## src/rtl/fifo_sync_param.sv

```systemverilog
// fifo_sync_param: single-clock FIFO with registered read port, occupancy count,
// programmable almost-full/almost-empty thresholds and overflow/underflow pulses.
module fifo_sync_param #(
    parameter int DATA_W   = 8,
    parameter int DEPTH    = 16,
    parameter int AF_LEVEL = 12,
    parameter int AE_LEVEL = 4
) (
    input  logic                     clk,
    input  logic                     rst,
    input  logic                     wr_en,
    input  logic [DATA_W-1:0]        wr_data,
    input  logic                     rd_en,
    output logic [DATA_W-1:0]        rd_data,
    output logic                     rd_valid,
    output logic                     full,
    output logic                     empty,
    output logic                     almost_full,
    output logic                     almost_empty,
    output logic [$clog2(DEPTH):0]   count,
    output logic                     overflow,
    output logic                     underflow
);
    localparam int ADDR_W = $clog2(DEPTH);
    localparam int CNT_W  = ADDR_W + 1;
    localparam logic [CNT_W-1:0] DEPTH_C = CNT_W'(DEPTH);
    localparam logic [CNT_W-1:0] AF_C    = CNT_W'(AF_LEVEL);
    localparam logic [CNT_W-1:0] AE_C    = CNT_W'(AE_LEVEL);

    logic [DATA_W-1:0] mem_q [DEPTH];
    logic [ADDR_W-1:0] wr_ptr_q, wr_ptr_d, rd_ptr_q, rd_ptr_d;
    logic [CNT_W-1:0]  count_q, count_d;
    logic [DATA_W-1:0] rd_data_q, rd_data_d;
    logic              rd_valid_q, overflow_q, underflow_q;
    logic              wr_acc, rd_acc;

    // Flags decode only the registered count, so inputs never glitch them.
    assign full         = count_q == DEPTH_C;
    assign empty        = count_q == '0;
    assign almost_full  = count_q >= AF_C;
    assign almost_empty = count_q <= AE_C;
    assign wr_acc       = wr_en & ~full;
    assign rd_acc       = rd_en & ~empty;

    // Pointers wrap naturally because DEPTH is a power of two.
    always_comb begin
        wr_ptr_d  = wr_acc ? wr_ptr_q + 1'b1 : wr_ptr_q;
        rd_ptr_d  = rd_acc ? rd_ptr_q + 1'b1 : rd_ptr_q;
        rd_data_d = rd_acc ? mem_q[rd_ptr_q] : rd_data_q;
        count_d   = (wr_acc && !rd_acc) ? count_q + 1'b1 :
                    (rd_acc && !wr_acc) ? count_q - 1'b1 : count_q;
    end

    always_ff @(posedge clk) begin
        if (rst) begin
            wr_ptr_q    <= '0;
            rd_ptr_q    <= '0;
            count_q     <= '0;
            rd_data_q   <= '0;
            rd_valid_q  <= 1'b0;
            overflow_q  <= 1'b0;
            underflow_q <= 1'b0;
        end else begin
            wr_ptr_q    <= wr_ptr_d;
            rd_ptr_q    <= rd_ptr_d;
            count_q     <= count_d;
            rd_data_q   <= rd_data_d;
            rd_valid_q  <= rd_acc;
            overflow_q  <= wr_en & full;
            underflow_q <= rd_en & empty;
        end
    end

    // Storage is deliberately left uncleared by reset.
    always_ff @(posedge clk) begin
        if (!rst && wr_acc) mem_q[wr_ptr_q] <= wr_data;
    end

    assign rd_data   = rd_data_q;
    assign rd_valid  = rd_valid_q;
    assign count     = count_q;
    assign overflow  = overflow_q;
    assign underflow = underflow_q;
endmodule

```

## config.mk

```make
export PLATFORM = sky130hd
export DESIGN_NAME = fifo_sync_param
export DESIGN_NICKNAME = d
export VERILOG_FILES = /design/src/rtl/fifo_sync_param.sv
export SDC_FILE = /design/constraint.sdc
export NUM_CORES = 1
export LEC_CHECK = 0
export ABC_AREA = 1
export CAP_MARGIN = 20
export CORE_MARGIN = 1
export CORE_UTILIZATION = 68
export DETAILED_ROUTE_END_ITERATION = 6
export DONT_BUFFER_PORTS = 1
export GPL_ROUTABILITY_DRIVEN = 0
export PLACE_DENSITY = 0.89
export REMOVE_ABC_BUFFERS = 1
export SETUP_SLACK_MARGIN = 0.15
export SLEW_MARGIN = 20
export SYNTH_ARGS = -nofsm -noshare
export SYNTH_HDL_FRONTEND = slang
export SYNTH_SLANG_ARGS = --single-unit
```

## constraint.sdc

```tcl
create_clock -name clk -period 4.2 [get_ports clk]
set_input_delay 0.84 -clock clk [delete_from_list [all_inputs] [get_ports clk]]
set_output_delay 0.84 -clock clk [all_outputs]
set_load 0.01 [all_outputs]
```

==> results_dict.tcl <==
set metrics [dict create \
    pre_cts_slack_ns 1.75 \
    vias_per_cell 5.91 \
    yosysMostFrequentCell "nand2_1" \
    yosysUniqueCellTypes 23 \
    area_growth_pct 8.86 \
    p_sw_mw 1.38 \
    grt_max_degree 67 \
    yosys-top-cells-count "nand2_1 (236), edfxtp_1 (128), nand3_1 (92), inv_1 (87), dfxtp_1 (24)" \
    cp.arrival_ns 2.89 \
    slew_headroom_pct 26.8 \
    cp_max_fo 7 \
    rr_endpoint "count[4]" \
    clock_skew_ns 0.00625 \
    synthArstFlopShare_pct 0 \
    fin_util_pct 77.6 \
    ant_nets 0 \
    die_area_mm2 0.0103 \
    worstSetupEndpointType "flip-flop" \
    cts_sinks 152 \
    path_delay_family "adder cells" \
    dpl.hpwl_um 9400 \
    p_seq_share_pct 42.9 \
    setup_slack_ns 1.78 \
    postCtsSetupRepairBufs 0 \
    p_int_mw 2.85 \
    worstSetupPathType "reg -> reg" \
    synth_edf_count 128 \
    drt-pass1-iter-count 6 \
    seq_area_frac_synth_pct 64.5 \
    status "completed" \
    crit_slowest_cell "dfxtp_1" \
    cts_max_path_buffers 2 \
    ctsResizeCount 0 \
    tns_ns 0 \
    cp.depth 14 \
    dp.cells 780 \
    yosysTopAreaCell "edfxtp_1" \
    grt_pass1_vias 4577 \
    worstRegToRegCells 14 \
    power_mw 4.22 \
    combPwrFrac_pct 21.4 \
    max_clock_freq_mhz 414 \
    yosys-top-cells-area "edfxtp_1 (57%), nand2_1 (13%), dfxtp_1 (7.2%)" \
    numCtsBuffers 17 \
    reg2reg_from "count[0]" \
    dpl_cell_area_mm2 0.00672 \
    overflow 0 \
    cp-start-kind "flip-flop" \
    nets 693 \
    grt_pass1_wl_um 24000 \
    p_clk_share_pct 35.7 \
    final_cell_area_mm2 0.00730 \
    p_leak_nw 3.14 \
    switching_share_pct 32.6 \
    port-buffer-count 0 \
    yosysWarnings 0 \
    start_util_pct 71.2 \
    root_buffer "clkbuf_8" \
    cp_num_buf_inv 3 \
    cap_violations 0 \
    crit_end "count[4]" \
    wl_per_cell_um 19.2 \
    diodes 0 \
    drive_gt1_share_pct 7.47 \
    drt_iter0_drc 759 \
    rrSetupSlack_ns 1.78 \
    synth_top_area_share_pct 57.3 \
    drc 0 \
    vias 4795 \
    cts_tree "built" \
    max_stage_delay_ns 0.37 \
    cp-startpoint "count[0]" \
    tightest_slew_ns 1.10 \
    ys_seq_elements 152 \
    fin_hold_ws_ns 0.358 \
    die_w_um 101 \
    finalSetupViolations 0 \
    h-tree-depth 4 \
    rsz0062_at_grt "no" \
    ir_worst_vdd_mv 0.540 \
    grtUsageTotal_pct 33.2 \
    clk_transition_reported_paths_ns 0.07 \
    fp.dieH_um 101 \
    post-route-min-period_ns 2.42 \
    postSynthAreaPerCell_um2 9.91 \
    power.density_mw_per_mm2 578 \
    cts_hold_buf 0 \
    core_area_mm2 0.00942 \
    syn_inst 677 \
    io_pins 32 \
    final_cells 812 \
    period_share_pct 57.5 \
    fillers 547 \
    crit_chain "inv_2 -> nand2_2 -> nor2_2 -> nand3_2 -> nand2_2 -> inv_2 -> ha_1 -> inv_1 -> ha_1 -> a21oi_1 -> o21ai_0 -> xor2_1 -> nand2_1 -> a21oi_1" \
    grt_antenna_before_repair 0 \
    num_rows 35 \
    synth_ff_type "edfxtp_1" \
    drv_slew 0 \
    hold_viol_final 0 \
    synth_area_mm2 0.00671 \
    clk_latency_ns 0.54 \
    wl_um 15600 \
    hold_class "in -> reg" \
    critPathRequiredTime_ns 4.68 \
]
-- state kept, by name (all words and copies together) (netlist names) --
register	flops
count	5
rd_ptr_q	4
mem_q	128
overflow	1
wr_ptr_q	4
rd_valid	1
rd_data	8
underflow	1
-- routing by layer --
| metal | routed length [um] | vias up | GRT usage (%) |
|---|---|---|---|
| met1 | 5310 | 2198 | 41.8 |
| met2 | 7550 | 357 | 52.5 |
| met4 | 640 | 0 | 17.4 |
| met5 | 0 | - | 0 |
| met3 | 2080 | 69 | 10.0 |
| li1 | - | 2171 | - |
-- layout make-up --
class	instances	area (um2)	share of cell area, %
Sequential cell	152	4330	59.2
Timing Repair Buffer	2	15.0	0.206
Multi-Input combinational cell	402	1860	25.5
Clock inverter	15	169	2.31
Tap cell	129	161	2.21
Clock buffer	17	414	5.67
Inverter	95	357	4.88
-- cells by family after synthesis --
| logic type | after synthesis | synth area share [%] |
|---|---|---|
| compound gates | 24 | 1.83 |
| xor+xnor | 8 | 1.04 |
| fa+ha+maj | 11 | 2.16 |
| buf+inv | 123 | 7.80 |
| flops | 152 | 64.5 |
| simple gates | 359 | 22.7 |
-- power by group through the flow --
stage	clock network (mW)	logic [mW]	registers, mW
2_1_floorplan	0	0.587	1.88
3_3_place_gp	0	0.829	1.84
3_5_place_dp	0	0.861	1.84
4_1_cts	1.51	0.882	1.81
5_1_grt	1.57	0.995	1.82
6_report	1.51	0.906	1.81
-- cells in the final DEF, fill, tap and decap left out, types with 2 or more instances in the layout --
cell type,instances
clkinv_1,3
inv_2,6
bufinv_16,2
dfxtp_1,23
nand3_1,92
inv_8,3
xnor2_1,2
edfxtp_1,128
xor2_1,6
nand2_4,5
o21ai_0,9
nand2_2,3
nor2_1,20
inv_6,2
clkbuf_16,16
nand2_1,236
nand3_2,2
buf_4,2
clkinvlp_4,3
a21oi_1,14
clkinv_4,3
inv_1,87
ha_1,10
-- worst reg2reg max path, delay by kind of cell (launching register included) --
| kind | cells | cell delay, ns |
|---|---|---|
| adders and majority gates | 2 | 0.55 |
| and+or+nand+nor | 5 | 0.54 |
| AOI/OAI and AO/OA | 3 | 0.38 |
| DFF | 1 | 0.37 |
| buffers and inverters | 3 | 0.35 |
| xor gates and xnor gates | 1 | 0.14 |
-- how the worst min path moves through the flow --
stage / start / to / slack [ns] / depth (start not counted)
after floorplan: wr_ptr_q[3] / wr_ptr_q[3] / 0.47 / 2
after global placement: wr_ptr_q[3] / wr_ptr_q[3] / 0.51 / 2
after detailed placement: wr_ptr_q[3] / wr_ptr_q[3] / 0.50 / 2
after CTS: rst / count[4] / 0.35 / 1
after global routing: rst / count[4] / 0.35 / 1
final: rst / count[4] / 0.36 / 1
Power figures use the tool's default switching activity.
